--- src/rtl/hazard_ctrl.sv ---
`default_nettype none
// ============================================================================
// Module  : hazard_ctrl
// Brief   : Pipeline hazard controller with a shadow E/M/W scoreboard, D-stage
//           stall/forward generation and mult/div busy sequencing.
// Revision: 1.0 - initial release
// ============================================================================
module hazard_ctrl #(
  parameter int MULT_CYCLES = 5,
  parameter int DIV_CYCLES  = 10
) (
  input  logic       clk,
  input  logic       reset,
  input  logic [4:0] D_rs,
  input  logic [4:0] D_rt,
  input  logic       D_rs_used,
  input  logic       D_rt_used,
  input  logic [1:0] D_Tuse_rs,
  input  logic [1:0] D_Tuse_rt,
  input  logic [4:0] D_dst,
  input  logic [1:0] D_Tnew,
  input  logic [1:0] D_md_start,
  input  logic       D_md_use,
  output logic       stall,
  output logic [1:0] fwd_rs_D,
  output logic [1:0] fwd_rt_D,
  output logic       md_busy
);

  localparam int         CNT_MAX = (DIV_CYCLES > MULT_CYCLES) ? DIV_CYCLES : MULT_CYCLES;
  localparam int         CNT_W   = $clog2(CNT_MAX + 1);
  localparam logic [1:0] MD_NONE = 2'b00;
  localparam logic [1:0] MD_MULT = 2'b01;

  logic [4:0]       e_dst_q, e_dst_d;
  logic [1:0]       e_tnew_q, e_tnew_d;
  logic [1:0]       e_md_q, e_md_d;
  logic [4:0]       m_dst_q, m_dst_d;
  logic [1:0]       m_tnew_q, m_tnew_d;
  logic [4:0]       w_dst_q, w_dst_d;
  logic [CNT_W-1:0] cnt_q, cnt_d;

  logic stall_rs, stall_rt, stall_md;

  function automatic logic src_hazard(
    input logic       used,
    input logic [4:0] r,
    input logic [1:0] tuse,
    input logic [4:0] e_dst,
    input logic [1:0] e_tnew,
    input logic [4:0] m_dst,
    input logic [1:0] m_tnew
  );
    return used && (r != 5'd0) &&
           (((r == e_dst) && (tuse < e_tnew)) || ((r == m_dst) && (tuse < m_tnew)));
  endfunction

  // The youngest matching producer owns the register; if it is not ready yet
  // older copies are stale, so the select stays at 0 and the stall covers it.
  function automatic logic [1:0] fwd_sel(
    input logic [4:0] r,
    input logic [4:0] e_dst,
    input logic [1:0] e_tnew,
    input logic [4:0] m_dst,
    input logic [1:0] m_tnew,
    input logic [4:0] w_dst
  );
    if (r == 5'd0)        return 2'd0;
    else if (r == e_dst)  return (e_tnew == 2'd0) ? 2'd1 : 2'd0;
    else if (r == m_dst)  return (m_tnew == 2'd0) ? 2'd2 : 2'd0;
    else if (r == w_dst)  return 2'd3;
    else                  return 2'd0;
  endfunction

  always_comb begin
    stall_rs = src_hazard(D_rs_used, D_rs, D_Tuse_rs, e_dst_q, e_tnew_q, m_dst_q, m_tnew_q);
    stall_rt = src_hazard(D_rt_used, D_rt, D_Tuse_rt, e_dst_q, e_tnew_q, m_dst_q, m_tnew_q);
    md_busy  = (cnt_q != '0) || (e_md_q != MD_NONE);
    stall_md = md_busy && (D_md_use || (D_md_start != MD_NONE));
    stall    = stall_rs || stall_rt || stall_md;
    fwd_rs_D = fwd_sel(D_rs, e_dst_q, e_tnew_q, m_dst_q, m_tnew_q, w_dst_q);
    fwd_rt_D = fwd_sel(D_rt, e_dst_q, e_tnew_q, m_dst_q, m_tnew_q, w_dst_q);
  end

  always_comb begin
    e_dst_d  = stall ? 5'd0 : D_dst;
    e_tnew_d = stall ? 2'd0 : D_Tnew;
    e_md_d   = stall ? MD_NONE : D_md_start;
    m_dst_d  = e_dst_q;
    m_tnew_d = (e_tnew_q == 2'd0) ? 2'd0 : e_tnew_q - 2'd1;
    w_dst_d  = m_dst_q;
    cnt_d    = cnt_q;
    // A start leaving E reloads; anything other than mult is timed as div.
    if (e_md_q == MD_MULT)
      cnt_d = CNT_W'(MULT_CYCLES);
    else if (e_md_q != MD_NONE)
      cnt_d = CNT_W'(DIV_CYCLES);
    else if (cnt_q != '0)
      cnt_d = cnt_q - CNT_W'(1);
  end

  always_ff @(posedge clk) begin
    if (reset) begin
      e_dst_q  <= 5'd0;
      e_tnew_q <= 2'd0;
      e_md_q   <= MD_NONE;
      m_dst_q  <= 5'd0;
      m_tnew_q <= 2'd0;
      w_dst_q  <= 5'd0;
      cnt_q    <= '0;
    end else begin
      e_dst_q  <= e_dst_d;
      e_tnew_q <= e_tnew_d;
      e_md_q   <= e_md_d;
      m_dst_q  <= m_dst_d;
      m_tnew_q <= m_tnew_d;
      w_dst_q  <= w_dst_d;
      cnt_q    <= cnt_d;
    end
  end

endmodule
`default_nettype wire

--- config.mk ---
export PLATFORM = sky130hd
export DESIGN_NAME = hazard_ctrl
export DESIGN_NICKNAME = d
export VERILOG_FILES = /design/src/rtl/hazard_ctrl.sv
export SDC_FILE = /design/constraint.sdc
export NUM_CORES = 1
export LEC_CHECK = 0
export BUFFER_PORTS_ARGS = -buffer_cell sky130_fd_sc_hd__buf_2
export CORE_ASPECT_RATIO = 1.4
export CORE_MARGIN = 5
export CORE_UTILIZATION = 57
export CTS_BUF_LIST = sky130_fd_sc_hd__clkbuf_16
export DETAILED_ROUTE_END_ITERATION = 10
export PLACE_DENSITY = 0.93
export SLEW_MARGIN = 20
export SYNTH_ARGS = -nofsm -noshare
export SYNTH_HDL_FRONTEND = slang
export SYNTH_SLANG_ARGS = --single-unit
--- constraint.sdc ---
create_clock -name clk -period 3.5 [get_ports clk]
set_clock_uncertainty 0.15 [all_clocks]
set_input_delay 0.175 -clock clk [delete_from_list [all_inputs] [get_ports clk]]
set_output_delay 0.175 -clock clk [all_outputs]
set_load 0.01 [all_outputs]
# Word level (Yosys, flattened, before mapping)
# Index checks and enable logic that the tools add are counted.
# totals
input_bits	28
output_inout_bits	6
reg_bits	25
word_cells	63
# op_classes
n_eq_ne	7
muxes	13
n_reduce_logical	29
magnitude_cmp	4
addsub	2
# op_table
op	n
$eq 5x5->1	6
$mux 2	9
$logic_not 5->1	2
$reduce_bool 5->1	2
$logic_and 1x1->1	9
$lt 2x2->1	4
$mux 4	2
$logic_or 1x1->1	6
$reduce_bool 2->1	3
$reduce_or 2->1	3
$logic_not 2->1	2
$reduce_bool 4->1	1
$sub 4x1->4 const B	1
$mux 3	1
$reduce_bool 3->1	1
$eq 2x1->1 const B	1
$sub 2x1->2 const B	1
$mux 1	1

# Depth between registers and ports, before layout
# Gate-level depths: netlist (run 1).
# depth
ltp_word	7
depth_mapped	7
depth_no_buf	7

# Least setup slack after synthesis (run 1)
# OpenSTA, ideal clock, no wires.
# synth_timing
path_type	register to output
start	reg cnt_q[0]
end	out stall
n_path_buf	0
path_stages_with_launch	8
path_slack_ps	1254
arrival_ps	1921
t_required_ps	3175
path_cell_list	dfxtp_1 > inv_1 > ha_1 > or3b_4 > or3_4 > o31ai_4 > o311ai_4 > or2_1
# synth_between
elab_chain_cells	4
# synth_lines
item	line	source
start: declaration	41	logic [CNT_W-1:0] cnt_q, cnt_d;
start signal: assignment	118	cnt_q <= cnt_d;
$reduce_bool 4->1	78	md_busy = (cnt_q != '0) || (e_md_q != MD_NONE);
$logic_or 1x1->1	78	
via md_busy	27	output logic md_busy
$logic_and 1x1->1	79	stall_md = md_busy && (D_md_use || (D_md_start != MD_NONE));
$logic_or 1x1->1	80	stall = stall_rs || stall_rt || stall_md;
end: declaration	24	output logic stall,
# The timed path passes the listed nets, and every way through them passes these cells.

# Final worst setup path (run 1)
# layout_timing
start	reg cnt_q[0]
end	out stall
# layout_between
elab_chain_cells	4
# layout_lines
item	line
$reduce_bool 4->1	78
$logic_or 1x1->1	78
$logic_and 1x1->1	79
$logic_or 1x1->1	80
# No other way between the ends.

==> reports/qor.csv, run 1 <==
metric,value,unit
relSlewSlack,54.5,%
hp-start,D_dst[2],
cts_setup_buffers,0,
yosysTopAreaCellShare,33.8,%
antenna_found_initial,0,
worstHoldPathCells,2,
synth_edf_count,0,
synth_nets,187,
synth_cell_type_count,33,
r2r_end,e_dst_q[0]$_SDFF_PP0_,
status,completed,
start_kind,flop,
path_max_fanout,10,
synth_top_cell_by_area,dfxtp_1,
setup_viol,0,
num_io_pins,34,
yosys.area_share.simple,28.8,%
synth_common_cells,"dfxtp_1 (25), xor2_1 (18), nor2_1 (17), xnor2_1 (13), nor2b_1 (10)",
avgSynthCellArea,9.68,µm²
finalSetupTns,0,ns
leakage,0.733,nW
first_pass_iters,4,
grt_pass1_vias,1227,
cts_sinks,25,
wl_per_cell,14.2,µm
crit_required,3.17,ns
whs,0.0479,ns
hpwl,2590,µm
htree_levels,1,
synth_mux_area_share,2.70,%
ys_top_cells_by_area,"dfxtp_1 (34%), xor2_1 (11%), nor4b_2 (9.1%)",
cts_resized,0,
end_kind,output pin,
start_util,57.9,%
die_y,70.3,µm
grt_max_degree,26,
cts_hold_buf,0,
coreArea,0.00256,mm²
min_period,2.73,ns
synth_seq_cells,25,
ys_warn_count,0,
rsz0062_at_grt,no,
drive_gt1_share,27.8,%
drc,0,
ff2ff_setup_slack,1.23,ns
critical_path_class,flop to output pin,
max_slew.worst_pin.slew,0.683,ns
r2r_start,cnt_q[0]$_SDFFE_PP0P_,
placed_area,0.00168,mm²
p_per_area,623,mW/mm²
cts_tree,built,
drt-vias-per-instance,5.32,
clock_latency,0.26,ns
finalHoldViolCount,0,
synthCells,153,
drtIter0Drc,17,
cts_buffers,3,
min_to,e_dst_q[2]$_SDFF_PP0_,
grt_pass1_wl,5310,µm
grt_overflow_total,0,
ctsRootBufferMaster,clkbuf_16,
rr_worst_depth,7,
synthAdderAreaFrac,5.07,%
synth-compound-area-share,9.21,%
synth-seq-area-share,33.8,%
place.gp.congestion,0.916,
area_growth,18.9,%
synth_xor_area_share,18.3,%
port_buffers,33,
dieArea,0.00373,mm²
maxCapViolations,0,
fin_util,68.8,%
grtUsageTotal,19.0,%
drv_slew,0,
synth_ff_type,dfxtp_1,
diodes,0,
fin_crit_sh,78.0,%
synth_top_family_by_area,simple AND/OR/NAND/NOR gates,
final_area,0.00176,mm²
irDropWorstVdd,0.669,mV
route.vias.total,1187,
rows,22,
fp.dieW,53.1,µm
nFillCells,199,
synthArstFlopShare,0,%
cts.clk_slew.worst_paths,0.06,ns
fmax,0.366,GHz
arrival,2.41,ns
cts_buffer_depth,2,
nNetsFinal,222,
yosys.cell_count.top_type,dfxtp_1,
ant_nets,0,
syn_area,0.00148,mm²
holdCritPathClass,input pin to flop,
wl,3170,µm
[registers in the layout (all words and copies together) (netlist names)]
signal,cells
e_tnew_q,2
m_tnew_q,2
m_dst_q,5
cnt_q,4
w_dst_q,5
e_md_q,2
e_dst_q,5
[critical path, cell delays in order (launching register included)]
cell and delay [ns]:
dfxtp_1 0.32, inv_1 0.10, ha_1 0.21, or3b_4 0.42, or3_4 0.36, o31ai_4 0.08, o311ai_4 0.25, or2_1 0.27
buf_2 0.14
[power by group]
group	internal, W	leakage (nW)	switching, W
sequential	0.000343	0.204	0.0000535
clock	0.000155	0.0371	0.0000964
combinational	0.000214	0.491	0.000236
total	0.000712	0.733	0.000386
[area by class of cell]
cell class	count	area, µm²	share of cell area [%]
clock buffer	3	75.1	4.26
sequential	25	500	28.4
timing repair buffer	33	165	9.37
multi-input combinational	120	950	53.9
tap	36	45.0	2.56
inverter	5	18.8	1.07
clock inverter	1	7.51	0.426
[cells in the final DEF (no fill, tap or decap), types with 2 or more instances in the layout]
cell type  count
nand2b_1       2
buf_2         33
nand3_1        4
clkbuf_16      3
ha_1           6
xor2_1        18
xnor2_1       13
inv_1          4
a211oi_1       4
nor4b_2        9
nor2b_1       10
dfxtp_1       25
a21oi_1        2
nand2_1        4
nor3_1         9
mux2i_1        4
o21ai_0        3
nor2_1        17
or4_1          2
[kinds of logic (layout without fill, tap and decap cells)]
logic type	after synthesis	count (layout)
xor+xnor	31	31
simple gates	64	64
compound gates	15	15
mux	4	4
fa+ha+maj	6	6
buf+inv	8	42
flops	25	25
[per-layer routing]
layer	GRT usage [%]	wire [µm]	vias up
met4	9.66	106	0
met5	0	0	-
met1	20.7	1210	536
met2	33.4	1730	35
met3	3.41	125	12
li1	-	-	604
[per-stage QoR]
step | power, W | worst slack, ns | cells
final | 0.00110 | 0.770 | 223
after global routing | 0.00118 | 0.688 | 223
after CTS | 0.00111 | 0.767 | 223
after detailed placement | 0.000849 | 1.09 | 219
after global placement | 0.000823 | 1.15 | 219
after floorplan | 0.000730 | 1.25 | 153
[worst max-delay path by stage]
stage               slack [ns]     to                  start  cells past startpoint
global route              0.69  stall  cnt_q[0]$_SDFFE_PP0P_                      8
CTS                       0.77  stall  cnt_q[0]$_SDFFE_PP0P_                      8
floorplan                 1.25  stall  cnt_q[0]$_SDFFE_PP0P_                      7
global placement          1.15  stall  cnt_q[0]$_SDFFE_PP0P_                      8
detailed placement        1.09  stall  cnt_q[0]$_SDFFE_PP0P_                      8
finish                    0.77  stall  cnt_q[0]$_SDFFE_PP0P_                      8
Power figures use the tool's default switching activity.
==> run 2, diff against run 1 <==
Settings changed: ABC_AREA from default to 1, CORE_UTILIZATION 57 to 48, PLACE_DENSITY 0.93 to 0.84.
Clock period 3.5 ns to 2.2 ns, I/O delays scaled along.
==> reports/qor.csv, run 2 <==
metric,value,unit,change
status,completed,,
synth_top_cell_by_area,dfxtp_1,,
top_regs,"e_dst_q (5), m_dst_q (5), w_dst_q (5)",,
holdCritPathClass,input pin to flop,,
htree_levels,1,,unchanged
diodes,0,,unchanged
yosys.cell_count.top_type,nand2_1,,
finalHoldViolCount,0,,unchanged
min_period,1.90,ns,
yosysTopAreaCellShare,33.6,%,-0.20 points
final_common_cell,nand2_1,,
fp.dieW,57.1,µm,+7.5%
drtIter0Drc,29,,+12
cp_slowest_cell,dfxtp_1,,
die_y,75.9,µm,+8.0%
crit_top_cell,nand2_1,,
nNetsFinal,293,,+32%
grt_max_degree,16,,-38%
ys_warn_count,0,,unchanged
avgSynthCellArea,7.00,µm²,-28%
irDropWorstVdd,0.636,mV,-4.9%
synth_common_cells,"nand2_1 (40), inv_1 (39), nor2_1 (37), dfxtp_1 (25), xor2_1 (13)",,
finalSetupTns,0,ns,unchanged
crit_required,1.94,ns,-1.23 ns
synth-seq-area-share,33.6,%,-0.20 points
fin_crit_sh,86.2,%,
place.gp.congestion,0.873,,-4.7%
fmax,0.527,GHz,
cts_buffer_depth,2,,unchanged
syn_area,0.00149,mm²,+0.59%
synth_seq_cells,25,,unchanged
drt-vias-per-instance,4.88,,-8.3%
path_buf_inv,2,,unchanged
coreArea,0.00306,mm²,+20%
synth_cell_type_count,26,,-21%
crit_family,simple AND/OR/NAND/NOR gates,,
synth_edf_count,0,,unchanged
num_io_pins,34,,unchanged
relSlewSlack,80.8,%,+26 points
drive_gt1_share,17.8,%,-10 points
antenna_found_initial,0,,unchanged
drv_slew,0,,unchanged
p_per_area,831,mW/mm²,+33%
crit_chain,"inv_1, ha_1, a21oi_1, nand4_1, nand2_1, nand2_1, nand3_1, buf_2",,
cts_buffers,3,,unchanged
final_cell_mix,"nand2_1 (40), inv_1 (39), nor2_1 (37), buf_2 (33), dfxtp_1 (25)",,
hpwl,2690,µm,+4.1%
ff2ff_setup_slack,0.59,ns,-0.64 ns
slowest_delay,0.33,ns,-0.09 ns
ys_top_cells_by_area,"dfxtp_1 (34%), nand2_1 (10%), inv_1 (9.8%)",,
rsz0062_at_grt,no,,
critical_path.startpoint,m_tnew_q[1]$_SDFF_PP0_,,
ant_nets,0,,unchanged
leakage,0.961,nW,+31%
worstHoldPathCells,2,,unchanged
hp-start,reset,,
wl,3590,µm,+13%
critical_path_class,flop to output pin,,
start_util,48.7,%,-9.2 points
dieArea,0.00433,mm²,+16%
r2r_start,m_tnew_q[1]$_SDFF_PP0_,,
grt_pass1_wl,6290,µm,+18%
r2r_end,e_md_q[1]$_SDFF_PP0_,,
synth_ff_type,dfxtp_1,,
rr_worst_depth,8,,+1
synthCells,213,,+39%
clock_latency,0.26,ns,about the same
grt_overflow_total,0,,unchanged
rows,24,,+9.1%
synth_nets,247,,+32%
route.vias.total,1449,,+22%
synthArstFlopShare,0,%,unchanged
port_buffers,33,,unchanged
path_max_fanout,2,,-8
wl_per_cell,12.1,µm,-15%
first_pass_iters,4,,unchanged
ctsRootBufferMaster,clkbuf_16,,
path_depth,8,,unchanged
end_kind,output pin,,
max_slew.worst_pin.slew,0.288,ns,-0.395 ns
area_growth,25.7,%,
grtUsageTotal,17.9,%,-1.1 points
cts_sinks,25,,unchanged
fin_util,61.2,%,-7.7 points
maxCapViolations,0,,unchanged
start_kind,flop,,
cts.clk_slew.worst_paths,0.07,ns,about the same
whs,0.0502,ns,+0.00228 ns
cts_tree,built,,
grt_pass1_vias,1488,,+21%
arrival,1.64,ns,-0.77 ns
drc,0,,unchanged
min_to,w_dst_q[0]$_SDFF_PP0_,,
setup_viol,0,,unchanged
[run 2: changes by cell type in the layout (fill, tap and decap cells not counted), moves of 4 or more]
cell | before | now
nor2b_1 | 10 | 0
a21oi_1 | 2 | 7
nor2_1 | 17 | 37
nand4_1 | 1 | 5
nand2_1 | 4 | 40
xnor2_1 | 13 | 9
dlygate4sd3_1 | 0 | 9
nor4b_2 | 9 | 0
mux2i_1 | 4 | 0
nor3_1 | 9 | 5
inv_1 | 4 | 39
xor2_1 | 18 | 13
[run 2: stage by stage]
| stage | instances | total power, W | setup slack, ns | area [µm²] |
|---|---|---|---|---|
| final | 297 | 0.00156 | 0.303 | 1870 |
| after global routing | 297 | 0.00167 | 0.187 | 1870 |
| after CTS | 297 | 0.00156 | 0.311 | 1870 |
| after detailed placement | 284 | 0.00113 | 0.596 | 1700 |
| after global placement | 284 | 0.00112 | 0.621 | 1700 |
| after floorplan | 213 | 0.000980 | 0.784 | 1490 |
[run 2: worst max path at each step]
stage and to:
3_5_place_dp stall, 2_1_floorplan e_dst_q[0]$_SDFF_PP0_, 6_report stall, 4_1_cts fwd_rt_D[0], 5_1_grt stall, 3_3_place_gp stall
[run 2: layout make-up]
cell class | instances | area [µm²]
sequential | 25 | 500
fill | 300 | 1190
tap | 39 | 48.8
clock buffer | 3 | 75.1
inverter | 40 | 150
multi-input combinational | 147 | 836
clock inverter | 1 | 7.51
timing repair buffer | 42 | 255
[run 2: cells by family after synthesis]
| logic type | synth area share, % |
|---|---|
| AOI/OAI and AO/OA | 7.72 |
| and+or+nand+nor | 30.4 |
| buffers and inverters | 10.3 |
| adders and majority gates | 5.04 |
| DFF | 33.6 |
| xor gates and xnor gates | 12.9 |
[run 2: metal layers]
layer / vias to the layer above / GRT usage, % / share of wire [%]
li1: 748 / - / -
met1: 659 / 19.6 / 39
met2: 33 / 32.6 / 54
met3: 9 / 3.74 / 4.9
met4: 0 / 7.19 / 2.3
met5: - / 0 / 0
[run 2: worst register-to-register path, cell delays in order (launching register included)]
cell and delay [ns]:
dfxtp_1 0.33, inv_1 0.06, ha_1 0.26, a21oi_1 0.20, nand4_1 0.11, nand2_1 0.09
nand2_1 0.11, nand4_4 0.14, nor2_1 0.06
[run 2: power by group]
group / switching, W / total, W / internal [W]
registers: 0.0000581 / 0.000591 / 0.000533
logic: 0.000317 / 0.000549 / 0.000232
clock network: 0.000168 / 0.000415 / 0.000247
total: 0.000544 / 0.00156 / 0.00101
[run 2: repair_timing]
| action | CTS | global route |
|---|---|---|
| setup buffers | 0 | 0 |
| endpoints found under the hold margin | 9 | 0 |
| hold buffers | 9 | 0 |
| resized for setup | 0 | 0 |
==> run 3, diff against run 2 <==
Settings changed: CAP_MARGIN from default to 20, CORE_UTILIZATION 48 to 53, PLACE_DENSITY 0.84 to 0.88.
Clock period 2.2 ns to 1.8 ns, I/O delays scaled along.
==> reports/qor.csv, run 3 (synthesis gave the netlist of run 2 again) <==
metric,value,unit,change
min_period,1.82,ns,
failed_checks,setup timing,,
place_ws,0.267,ns,-0.329 ns
finalHoldViolCount,0,,unchanged
fin_crit_sh,101,%,
end_kind,output pin,,
drtIter0Drc,83,,+190%
die_y,72.7,µm,-4.2%
cts.clk_slew.worst_paths,0.06,ns,about the same
grt_max_degree,16,,unchanged
setup_viol,1,,+1
wl_per_cell,15.1,µm,+25%
maxCapViolations,0,,unchanged
leakage,0.983,nW,+2.3%
grt_pass1_wl,6410,µm,+1.9%
cts_buffer_depth,2,,unchanged
start_kind,flop,,
coreArea,0.00267,mm²,-13%
nFillCells,194,,-35%
antenna_found_initial,0,,unchanged
cts_buffers,3,,unchanged
worstHoldPathCells,2,,unchanged
top_regs,"e_dst_q (5), m_dst_q (5), w_dst_q (5)",,
ctsRootBufferMaster,clkbuf_16,,
r2r_start,m_tnew_q[1]$_SDFF_PP0_,,
drive_gt1_share,31.4,%,+14 points
port_buffers,33,,unchanged
grt_use_met3,4.09,%,+0.35 points
start_util,55.8,%,+7.2 points
drc,0,,unchanged
diodes,0,,unchanged
fp.dieW,54.8,µm,-4.0%
num_io_pins,34,,unchanged
wl,4490,µm,+25%
ff2ff_setup_slack,0.14,ns,-0.45 ns
cts_tree,built,,
htree_levels,1,,unchanged
stdcell_count,297,,unchanged
relSlewSlack,78.9,%,-1.9 points
arrival,1.58,ns,-0.06 ns
grt_pass1_vias,1511,,+1.5%
rows,22,,-8.3%
drt-vias-per-instance,5.26,,+7.9%
use_met1,25.1,%,+5.5 points
hp-start,reset,,
route.vias.total,1563,,+7.9%
grt_util_met2,37.2,%,+4.6 points
cts_sinks,25,,unchanged
fmax,0.550,GHz,
irDropWorstVdd,0.758,mV,+19%
r2r_end,e_md_q[0]$_SDFF_PP0_,,
holdCritPathClass,input pin to flop,,
grtUsageTotal,21.8,%,+3.8 points
ant_nets,0,,unchanged
path_max_fanout,3,,+1
grt_overflow_total,0,,unchanged
area_growth,34.8,%,
final_cell_mix,"inv_1 (37), nand2_1 (37), buf_2 (32), nor2_1 (30), dfxtp_1 (16)",,
hpwl,2670,µm,-0.78%
busiest_layer,met2,,
nNetsFinal,296,,+1.0%
setup_ws,-0.0170,ns,-0.320 ns
max_slew.worst_pin.slew,0.316,ns,+0.0282 ns
status,"complete, but fails checks",,
rr_worst_depth,9,,+1
crit_required,1.56,ns,-0.38 ns
clock_latency,0.26,ns,about the same
place.gp.congestion,0.814,,-6.8%
first_pass_iters,4,,unchanged
drv_slew,0,,unchanged
critical_path.startpoint,m_dst_q[1]$_SDFF_PP0_,,
place_inst,281,,-1.1%
dieArea,0.00399,mm²,-8.0%
critical_path_class,flop to output pin,,
p_per_area,1030,mW/mm²,+24%
total_power,0.00207,W,+33%
rsz0062_at_grt,yes,,
min_to,m_dst_q[1]$_SDFF_PP0_,,
## run 3: area by class of cell
type / count / area, µm² / share of cell area, %
well taps: 36 / 45.0 / 2.24
inverters: 40 / 150 / 7.47
clock inverters: 1 / 5.00 / 0.249
clock buffers: 3 / 75.1 / 3.74
multi-input cells: 147 / 938 / 46.7
flip-flops and latches: 25 / 512 / 25.5
repair buffers: 45 / 284 / 14.1
## run 3: metal layers
layer | vias to the layer above | routed length [µm]
li1 | 756 | -
met1 | 712 | 1760
met2 | 77 | 2250
met3 | 18 | 339
met4 | 0 | 133
met5 | - | 0
## run 3: how the worst max path moves through the flow
stage | endpoint | slack, ns
floorplan | e_dst_q[0]$_SDFF_PP0_ | 0.38
global placement | e_tnew_q[1]$_SDFF_PP0_ | 0.26
detailed placement | e_md_q[1]$_SDFF_PP0_ | 0.27
CTS | stall | 0.006
global route | fwd_rt_D[1] | -0.05
finish | fwd_rt_D[1] | -0.02
## run 3: power breakdown
part | internal (W) | switching, W
clock | 0.000300 | 0.000199
sequential | 0.000657 | 0.0000819
combinational | 0.000350 | 0.000486
## run 3: critical path, cell delays in order (launching register included)
cell and delay (ns):
dfxtp_2 0.34, inv_1 0.06, nand2_1 0.05, nand2_1 0.06, nor2_2 0.14, and3_4 0.20
nor2_2 0.04, a21oi_1 0.19, nor2_1 0.09, buf_2 0.15
## run 3: stage by stage
| step | instance area (µm²) | TNS (ns) | utilization, % | hold WS [ns] |
|---|---|---|---|---|
| floorplan | 1490 | 0 | - | 0.0111 |
| global placement | 1700 | 0 | 63.5 | 0.154 |
| detailed placement | 1700 | 0 | 63.5 | 0.160 |
| CTS | 1900 | 0 | 71.2 | 0.0394 |
| global route | 2010 | -0.136 | 75.3 | 0.0588 |
| finish | 2010 | -0.0170 | 75.3 | 0.0462 |
## run 3: what timing repair did
action / in CTS / in global routing
pin swaps: 4 / 15
hold buffers: 9 / 0
endpoints found under the hold margin: 9 / 0
setup endpoints to repair: 2 / 5
buffers inserted: 0 / 3
resized for setup: 7 / 31
